===== config.mk =====
export PLATFORM = sky130hd
export DESIGN_NAME = alarm_monitor_stage
export DESIGN_NICKNAME = d
export VERILOG_FILES = /design/src/rtl/alarm_monitor_stage.sv
export SDC_FILE = /design/constraint.sdc
export NUM_CORES = 1
export LEC_CHECK = 0
export ABC_AREA = 1
export CORE_ASPECT_RATIO = 1.75
export CORE_MARGIN = 2
export CORE_UTILIZATION = 25
export CTS_CLUSTER_SIZE = 25
export DETAILED_ROUTE_END_ITERATION = 16
export MAX_ROUTING_LAYER = met4
export SLEW_MARGIN = 15
export SYNTH_ARGS = -nofsm -noshare
export SYNTH_HDL_FRONTEND = slang
export SYNTH_SLANG_ARGS = --single-unit

===== constraint.sdc =====
create_clock -name clk -period 2.11 [get_ports clk]
set_clock_uncertainty 0.1 [all_clocks]
set_input_delay 0.422 -clock clk [delete_from_list [all_inputs] [get_ports clk]]
set_output_delay 0.422 -clock clk [all_outputs]
set_load 0.01 [all_outputs]

===== src/rtl/alarm_monitor_stage.sv =====
// alarm_monitor_stage: tags each adder result as clean/erroneous from the
// per-layer alarm vector, buffers it in a 2-entry FIFO behind valid/ready,
// counts soft errors and enters FAULT after FAULT_THRESHOLD consecutive
// erroneous accepted words, holding off upstream until clear_fault.
//
// Optional build macro: ALARM_MONITOR_DROP_EN
//   defined   - erroneous words complete the handshake but are not stored;
//               out_err is tied low.
//   undefined - every accepted word is stored with its error tag.
//
// state | meaning
// RUN   | accepting words while the FIFO has room
// FAULT | upstream held off (in_ready=0); FIFO drains; counters hold

module alarm_monitor_stage #(
  parameter int WORD_WIDTH      = 4,
  parameter int LAYERS          = 1,
  parameter int FAULT_THRESHOLD = 3,
  parameter int CNT_WIDTH       = 8
) (
  input  logic                  clk,
  input  logic                  rst_n,
  input  logic                  in_valid,
  output logic                  in_ready,
  input  logic [WORD_WIDTH-1:0] sum_in,
  input  logic [LAYERS-1:0]     alarm_signals,
  output logic                  out_valid,
  input  logic                  out_ready,
  output logic [WORD_WIDTH-1:0] out_data,
  output logic                  out_err,
  output logic                  fault,
  output logic [CNT_WIDTH-1:0]  err_count,
  input  logic                  clear_fault
);

`ifdef ALARM_MONITOR_DROP_EN
  localparam bit DROP_EN = 1'b1;
`else
  localparam bit DROP_EN = 1'b0;
`endif

  localparam logic [7:0] THRESH = 8'(FAULT_THRESHOLD);

  typedef enum logic {RUN = 1'b0, FAULT = 1'b1} state_t;

  state_t                state;
  logic [1:0]            occ;
  logic [WORD_WIDTH-1:0] head_data;
  logic [WORD_WIDTH-1:0] tail_data;
  logic                  head_err;
  logic                  tail_err;
  logic [7:0]            consec;
  logic [7:0]            consec_inc;
  logic                  word_err;
  logic                  accept;
  logic                  push;
  logic                  pop;

  assign word_err   = |alarm_signals;
  // Ready is independent of out_ready: a full FIFO never takes a word even
  // when the head pops on the same edge.
  assign in_ready   = (state == RUN) && (occ != 2'd2);
  assign accept     = in_valid && in_ready;
  assign push       = accept && !(DROP_EN && word_err);
  assign out_valid  = (occ != 2'd0);
  assign pop        = out_valid && out_ready;
  assign out_data   = head_data;
  assign out_err    = DROP_EN ? 1'b0 : head_err;
  assign fault      = (state == FAULT);
  assign consec_inc = (consec == 8'hFF) ? consec : consec + 8'd1;

  // Two-entry FIFO: head register drives the outputs directly, tail holds
  // the second word. Head keeps its last value when the FIFO empties.
  always_ff @(posedge clk or negedge rst_n) begin
    if (!rst_n) begin
      occ       <= 2'd0;
      head_data <= '0;
      head_err  <= 1'b0;
      tail_data <= '0;
      tail_err  <= 1'b0;
    end else begin
      case ({push, pop})
        2'b10: begin
          if (occ == 2'd0) begin
            head_data <= sum_in;
            head_err  <= word_err;
            occ       <= 2'd1;
          end else begin
            tail_data <= sum_in;
            tail_err  <= word_err;
            occ       <= 2'd2;
          end
        end
        2'b01: begin
          if (occ == 2'd2) begin
            head_data <= tail_data;
            head_err  <= tail_err;
          end
          occ <= occ - 2'd1;
        end
        2'b11: begin
          // Only reachable at occupancy 1: new word replaces the popped head.
          head_data <= sum_in;
          head_err  <= word_err;
        end
        default: ;
      endcase
    end
  end

  // Error counters and RUN/FAULT sequencing.
  always_ff @(posedge clk or negedge rst_n) begin
    if (!rst_n) begin
      state     <= RUN;
      consec    <= 8'd0;
      err_count <= '0;
    end else begin
      case (state)
        RUN: begin
          if (accept) begin
            if (word_err) begin
              if (err_count != '1) err_count <= err_count + 1'b1;
              consec <= consec_inc;
              if (consec_inc == THRESH) state <= FAULT;
            end else begin
              consec <= 8'd0;
            end
          end
        end
        FAULT: begin
          if (clear_fault) begin
            state  <= RUN;
            consec <= 8'd0;
          end
        end
        default: state <= RUN;
      endcase
    end
  end

endmodule


==> metrics.cfg, run 1 <==
[routing]
drc_errors = 0
via_per_inst = 4.39
vias = 1395
drt_iter0_drc = 22
dr.pass1.iters = 4
post_drt_wl_per_cell_um = 10.8
postRouteAntennaNets = 0
wl_mm = 3.44

[clocking]
numCtsBuffers = 5
hold_buffers = 0
cts.sinks = 29
clock_path_buffers = 2
cts-root-buf = clkbuf_16
clock_latency_ps = 270
cts_tree = done
post_cts_buffers = 0
htreeDepth = 2
clk_pin_slew_ps = 50

[synth]
synth_area_mm2 = 0.00164
yosysTopAreaCell = dfrtp_1
synth.area.top_cells = dfrtp_1, nand2_1, o21ai_0
synth_fa_ha_area_share_pct = 5.33
avgSynthCellArea_um2 = 8.22
yosysSeqAreaShare_pct = 44.1
synth_cell_types = 26
synth_simple_gate_area_share_pct = 26.2
yosys_warnings = 0
ys_ff_latch = 29
synth_fp_nets = 217
synthMuxAreaShare_pct = 0.913
synth_top_area_share_pct = 44.1
syn-instance-count = 200
synth-compound-area-share_pct = 12.9
synth_top_family_by_area = simple AND/OR/NAND/NOR gates
synthXorXnorAreaFrac_pct = 3.20

[floorplanning]
die-area_mm2 = 0.00727
ios = 26
num_rows = 39
die_w_um = 65.3
die_h_um = 111
start_util_pct = 25.5
coreArea_mm2 = 0.00644

[timing]
drv_slew = 0
tightest_slew_ps = 380
min_period_ps = 1920
hold_viol = 0
setup_viol_count_final = 0
rsz0062_at_grt = no
relSlewSlack_pct = 74.7
finalCritPeriodShare_pct = 91.1
fmax_mhz = 520
setup_tns_ps = 0

[critical_path]
critPathSlowestCell = dfrtp_1
cp_max_fo = 7
start_kind = flop
critPathKind = reg -> reg
crit_family = simple AND/OR/NAND/NOR gates
cp-end-kind = flop
critPathMaxStageDelay_ps = 360
required_ps = 2220
crit_chain = inv_1 > ha_1 > nor2_4 > nand2_4 > inv_1 > ha_1 > nand2_1 > o21ai_0 > nor2_2 > buf_4 > o21a_1
critPathBufInv = 3
cp.arrival_ps = 2030

[power_and_ir_drop]
peakVddDrop_mv = 0.519
finalPower_mw = 2.72
p_leak_nw = 1.04
powerDensity_mw_per_mm2 = 1250

[layout]
area_delta_synth_final_pct = 32.5
mostFrequentLayoutCells = nand2_1, inv_1, dfrtp_1
final_common_cell = nand2_1
fin_util_pct = 33.8
drive_gt1_share_pct = 10.2
diodes = 0
nNetsFinal = 253

[placement]
dp_hpwl_mm = 2.65
gp_congestion = 0.815
port_buffers = 25

[global_routing]
grt_overflow_total = 0
grt_start_max_net_pins = 30
grt_pass1_vias = 1434
grt_util_all_layers_pct = 11.1
antenna_found_initial = 0
grt_first_pass_wirelength_mm = 6.15

[job]
cap_violations = 0

[min_path]
min_path_type = reg -> reg

[outcome]
outcome = finished clean

[report_power, final]
group	leakage, nW	switching [mW]	internal [mW]
sequential	0.368	0.150	0.748
clock	0.0700	0.233	0.461
combinational	0.603	0.587	0.542
[worst reg2reg max path: stages, from the launching register on]
cell and delay (ps):
dfrtp_1 360, inv_1 110, ha_1 250, nor2_4 60, nand2_4 80, inv_1 60
ha_1 170, nand2_1 80, o21ai_0 100, nor2_2 230, buf_4 180, o21a_1 100
[cell usage after synthesis]
library cell / count
a32o_1: 1
o21ai_4: 1
o21ai_0: 23
nor2_1: 9
nor2_2: 3
nor3_1: 2
dfrtp_1: 29
nand2_1: 54
xor2_1: 5
nor3_4: 1
nand3_1: 12
inv_1: 29
nor2_4: 2
clkbuf_1: 2
mux2_4: 1
nand2_4: 1
o22ai_1: 3
o211ai_1: 1
inv_2: 1
nand3_2: 1
nand4_1: 4
xnor2_1: 1
o21a_1: 5
o21bai_1: 1
nor2_8: 1
ha_1: 7
[final cells by class]
class	count	area, µm²
fillers	719	4260
multi-input cells	139	798
flip-flops and latches	29	726
repair buffers	31	297
clock buffers	7	143
inverters	30	113
well taps	82	103
[per-layer routing]
metal | up-vias | part of all wire [%] | routed length, µm | global-route usage, %
li1 | 713 | - | - | -
met1 | 655 | 40 | 1380 | 11.8
met2 | 20 | 54 | 1850 | 18.5
met3 | 7 | 3.1 | 105 | 2.23
met4 | 0 | 3.0 | 103 | 6.81
met5 | - | 0 | 0 | -
[logic make-up (layout without fill, tap and decap cells)]
family                   Yosys count  after routing
buffers and inverters             32             68
flip-flops                        29             29
AO/OA/AOI/OAI                     35             35
adder cells (fa/ha/maj)            7              7
XOR/XNOR                           6              6
multiplexers                       1              1
AND/OR/NAND/NOR                   90             90
[state kept, by name (all words and copies together) (netlist names)]
register and cells:
out_data 4, consec 8, fault 1, tail_data 4, out_err 1, err_count 8, tail_err 1, occ 2
[metrics by stage]
step	cell area (µm²)	std cells	worst slack (ps)	hold slack, ps
global placement	2030	311	69.5	363
finish	2180	318	188	378
global route	2180	318	4.31	401
floorplan	1640	200	243	26.4
detailed placement	2030	311	35.4	369
CTS	2180	318	51.7	381
[path summary, 6_finish.rpt]
kind                           from          end  slack, ps  cells past startpoint
setup / recovery             occ[0]  out_data[3]        190                     11
hold / removal             tail_err     tail_err        380                      2
setup reg to reg             occ[0]  out_data[3]        190                     11
hold reg to reg            tail_err     tail_err        380                      2
max in group asynchronous     rst_n     tail_err       1190                      2
min in group asynchronous     rst_n    consec[2]        430                      2
[repair_timing]
item / 4_1_cts / 5_1_grt
setup endpoints to repair: 1 / 1
gates cloned: 0 / 0
gates resized for setup: 1 / 1
No activity file was read; power rests on OpenSTA's default activity.
==> run 2, diff against run 1 <==
--- a/config.mk
+++ b/config.mk
@@ -7,7 +7,6 @@
 export LEC_CHECK = 0
 export ABC_AREA = 1
 export CORE_ASPECT_RATIO = 1.75
-export CORE_MARGIN = 2
 export CORE_UTILIZATION = 25
 export CTS_CLUSTER_SIZE = 25
 export DETAILED_ROUTE_END_ITERATION = 16
==> run 2 against run 1 <==
Compared with the run above: clock-buffer cell count unchanged; combinational power is essentially flat; register-to-register slack better by 80 ps; utilization grew 0.15 points; sequential power is essentially flat; highest routed layer unchanged.
==> metrics.cfg, run 2 (synthesized netlist as in run 1, its figures left out) <==
[critical_path]
cp-end-kind = output pin
cp_max_fo = 4
required_ps = 1590
cp.arrival_ps = 1520
critPathKind = reg -> out
start_kind = flop

[layout]
final_common_cell = nand2_1
diodes = 0
area_delta_synth_final_pct = 29.7
largestRegisters = consec: 8 flops, err_count: 8 flops
drive_gt1_share_pct = 11.0
mostFrequentLayoutCells = nand2_1, inv_1, dfrtp_1
fin_util_pct = 34.0
nFillCells = 681
multi_input_area_um2 = 798
nNetsFinal = 253
ff_latch_area_um2 = 726
fin_area_mm2 = 0.00213

[timing]
setup_viol_count_final = 0
tightest_slew_ps = 387
drv_slew = 0
fmax_mhz = 489
rsz0062_at_grt = no
relSlewSlack_pct = 74.2
min_period_ps = 2050
hold_viol = 0
finalCritPeriodShare_pct = 96.9
setup_tns_ps = 0

[power_and_ir_drop]
switching_share_pct = 37.7
pwr-share-seq_pct = 35.3
p_leak_nw = 1.02
p_sw_uw = 958
powerDensity_mw_per_mm2 = 1190
peakVddDrop_mv = 0.639
finalPower_mw = 2.54
intPower_mw = 1.59
pwr-share-comb_pct = 44.4
clkPwrFrac_pct = 20.3

[clocking]
cts-resized-gates = 1
hold_buffers = 0
clk_pin_slew_ps = 60
numCtsBuffers = 5
cts-root-buf = clkbuf_8
cts_tree = done
post_cts_buffers = 0
htreeDepth = 2
clock_latency_ps = 280
clock_path_buffers = 2
cts.sinks = 29

[routing]
drt_iter0_drc = 26
postRouteAntennaNets = 0
drc_errors = 0
post_drt_wl_per_cell_um = 11.0
dr.pass1.iters = 4
vias = 1432
via_per_inst = 4.52
wl_mm = 3.50

[global_routing]
antenna_found_initial = 0
grt_start_max_net_pins = 30
grt_overflow_total = 0
grt_util_all_layers_pct = 12.0
grt_first_pass_wirelength_mm = 6.35
grt_pass1_vias = 1463

[placement]
postPlaceCellArea_mm2 = 0.00203
port_buffers = 25
dp_hpwl_mm = 2.59
gp_congestion = 0.902

[floorplanning]
coreArea_mm2 = 0.00628
die_h_um = 109
ios = 26
die-area_mm2 = 0.00692
start_util_pct = 26.2
die_w_um = 63.3
num_rows = 38

[job]
cap_violations = 0

[min_path]
min_path_type = reg -> reg

[outcome]
outcome = finished clean

## run 2: cell types whose count changed in the layout (fill, tap and decap cells not counted)
cell,delta
clkdlybuf4s50_1,+1
clkbuf_16,-5
clkbuf_1,-1
clkinv_2,+1
clkbuf_8,+6
dlymetal6s2s_1,-1
## run 2: power groups by stage
stage / registers (mW) / logic (mW) / clock network [mW]
floorplan: 0.927 / 0.646 / 0
global placement: 0.907 / 1.13 / 0
detailed placement: 0.911 / 1.15 / 0
finish: 0.897 / 1.13 / 0.517
CTS: 0.903 / 1.15 / 0.528
global route: 0.929 / 1.28 / 0.552
## run 2: worst paths after layout
path                               from            to  slack, ps  depth (start not counted)
max                              occ[0]     out_valid         60                          4
min                        tail_data[3]  tail_data[3]        380                          2
max reg2reg                      occ[0]   out_data[2]        270                         11
min reg2reg                tail_data[3]  tail_data[3]        380                          2
max in group asynchronous         rst_n   out_data[1]       1190                          2
min in group asynchronous         rst_n  err_count[5]        430                          2
## run 2: critical path: stages (launching register included)
cell and delay (ps):
dfrtp_1 320, inv_1 70, ha_1 200, inv_1 110, clkdlybuf4s50_1 550
## run 2: through the flow
stage               hold slack [ps]  setup slack [ps]  std cells
floorplan                      26.4               243        200
global placement                363               127        309
detailed placement              369              89.1        309
CTS                             385              45.1        317
global route                    414              11.4        317
finish                          385              64.5        317
## run 2: area by class of cell
cell class	instances	share of cell area [%]
Timing Repair Buffer	31	13.8
Multi-Input combinational cell	139	37.4
Clock buffer	7	4.52
Inverter	30	5.28
Clock inverter	1	0.235
Sequential cell	29	34.0
Tap cell	80	4.69
## run 2: routing by layer
layer  routed length (µm)  GRT usage (%)  share of wire [%]
met5                    0              -                  0
met4                   82           7.14                2.3
met3                   82          0.732                2.3
met2                 1880           22.0                 54
met1                 1450           12.6                 42
==> patch (config.mk and constraints of run 1) <==
`WORD_WIDTH`: 4 -> 6.
--- a/src/rtl/alarm_monitor_stage.sv
+++ b/src/rtl/alarm_monitor_stage.sv
@@ -14,5 +14,5 @@
 
 module alarm_monitor_stage #(
-  parameter int WORD_WIDTH      = 4,
+  parameter int WORD_WIDTH      = 6,
   parameter int LAYERS          = 1,
   parameter int FAULT_THRESHOLD = 3,
Ports: changed (resized out_data and sum_in); port bits go from 26 to 30. No check against the original RTL was run, so the function may have changed too.
==> patch against run 1 <==
Die area up 8.8%. Setup slack worse by 0.11 ns. Sequential power up 15%. Clock power down 2%. Synthesized cell count up 8.0%. Final area up 9.7%. Total power up 12%. Synthesized area up 9.2%. Sequential cell count up 4. Routed wire length up 11%. Count of clock-buffer cells in the layout up 1. First-iteration DRC count rose to 5.5 times the old value.
==> patch: results (changes against run 1) <==
RUN_STATUS='finished clean'
FILLERINSTANCES=741  # +3.1%
PLACED_CELLS=332  # +6.8%
DETAIL_ROUTE.WIRELENGTH.MET1_MM=1.55  # +13%
PLACE.GP.CONGESTION=0.874  # +7.1%
SYNTH.LIB_CELLS_USED.DISTINCT=29  # +12%
PLACED_CELL_AREA_SQ_UM=2250  # +11%
YS_TOP_CELLS_BY_COUNT='57 x sky130_fd_sc_hd__nand2_1, 33 x sky130_fd_sc_hd__dfrtp_1, 24 x sky130_fd_sc_hd__inv_1'
MET2ROUTEDLENGTH_MM=1.99  # +7.6%
WORST-ENDPOINT-ARRIVAL_NS=1.51  # -0.52 ns
DESIGN.FINAL.NETS=274  # +8.3%
GRT_UTIL_MET2_PCT=18.8  # +0.27 points
IRDROPWORSTVDD_uV=505  # -2.8%
DRT_WL_TOTAL_MM=3.80  # +11%
STATIC-LEAKAGE-POWER_nW=1.10  # +5.9%
TIMING.RR.END='out_err'
SYNTHCELLS=216  # +8.0%
YS_SEQ_AREA_SHARE_PCT=46.0  # +1.9 points
GRT_MAX_DEGREE=34  # +13%
GRT_TOTAL_USAGE_PCT=11.4  # +0.24 points
TIGHTESTPINTRANSITION_NS=0.421  # +0.0410 ns
FINAL-INSTANCE-COUNT-EXCL-FILL=340  # +6.9%
HOLD_PATH_END='tail_data[5]'
TIMING.CRITICAL_PATH.FANOUT_MAX=4  # -3
PLACE.PORT_BUFFERS=29  # +16%
HPWL_MM=3.01  # +14%
SYNTH_NETS=235  # +8.3%
NETLIST_TOP_CELLS_AREA='sky130_fd_sc_hd__dfrtp_1 46%, sky130_fd_sc_hd__nand2_1 12%, sky130_fd_sc_hd__inv_1 5.0%'
GROUTE.LAYER.MET1.USAGE_PCT=12.1  # +0.36 points
HOLD_PATH.STARTPOINT='tail_data[5]'
WORSTREGTOREGCELLS=12  # +1
## patch: cell count changes in the layout (fill, tap and decap cells not counted), sizes merged, moves of 2 or more
cell           change
nor3               -2
inv                -2
nand2              +6
nand3              +2
o21a               +2
xor2               -2
nor2               +4
clkdlybuf4s50      +5
xnor2              +2
dfrtp              +4
o22ai              +3
o21ai              -3
## patch: cell families after synthesis
family | count (synthesis) | synth area share [%]
compound gates | 37 | 12.2
flops | 33 | 46.0
fa+ha+maj | 7 | 4.88
buf+inv | 32 | 7.04
simple gates | 100 | 26.3
mux | 1 | 0.627
xor+xnor | 6 | 2.93
## patch: critical path, stage by stage (launching register included)
cell	delay, ns
sky130_fd_sc_hd__dfrtp_1	0.31
sky130_fd_sc_hd__inv_1	0.07
sky130_fd_sc_hd__ha_1	0.21
sky130_fd_sc_hd__inv_2	0.09
sky130_fd_sc_hd__clkdlybuf4s50_1	0.55
## patch: where the power goes
part / internal [W] / leakage [nW] / total, W / switching (W)
Sequential: 0.000864 / 0.414 / 0.00103 / 0.000163
Clock: 0.000438 / 0.0652 / 0.000680 / 0.000242
Combinational: 0.000675 / 0.623 / 0.00135 / 0.000675
## patch: area by class of cell
class                   instances  area, sq um  area share, %
multi-input cells             151          846           35.4
well taps                      84          105           4.40
flip-flops and latches         33          826           34.6
clock buffers                   8          136           5.71
inverters                      29          114           4.76
repair buffers                 35          363           15.2
## patch: per-stage QoR
stage | hold slack, ns | total power (W)
floorplan | 0.0264 | 0.00180
global placement | 0.363 | 0.00239
detailed placement | 0.370 | 0.00241
CTS | 0.383 | 0.00311
global route | 0.416 | 0.00332
finish | 0.382 | 0.00306
## patch: repair_timing
action	in CTS	in global routing
endpoints found under the setup margin	1	1
buffers inserted	0	0
gates resized for setup	1	1
gates cloned	0	0
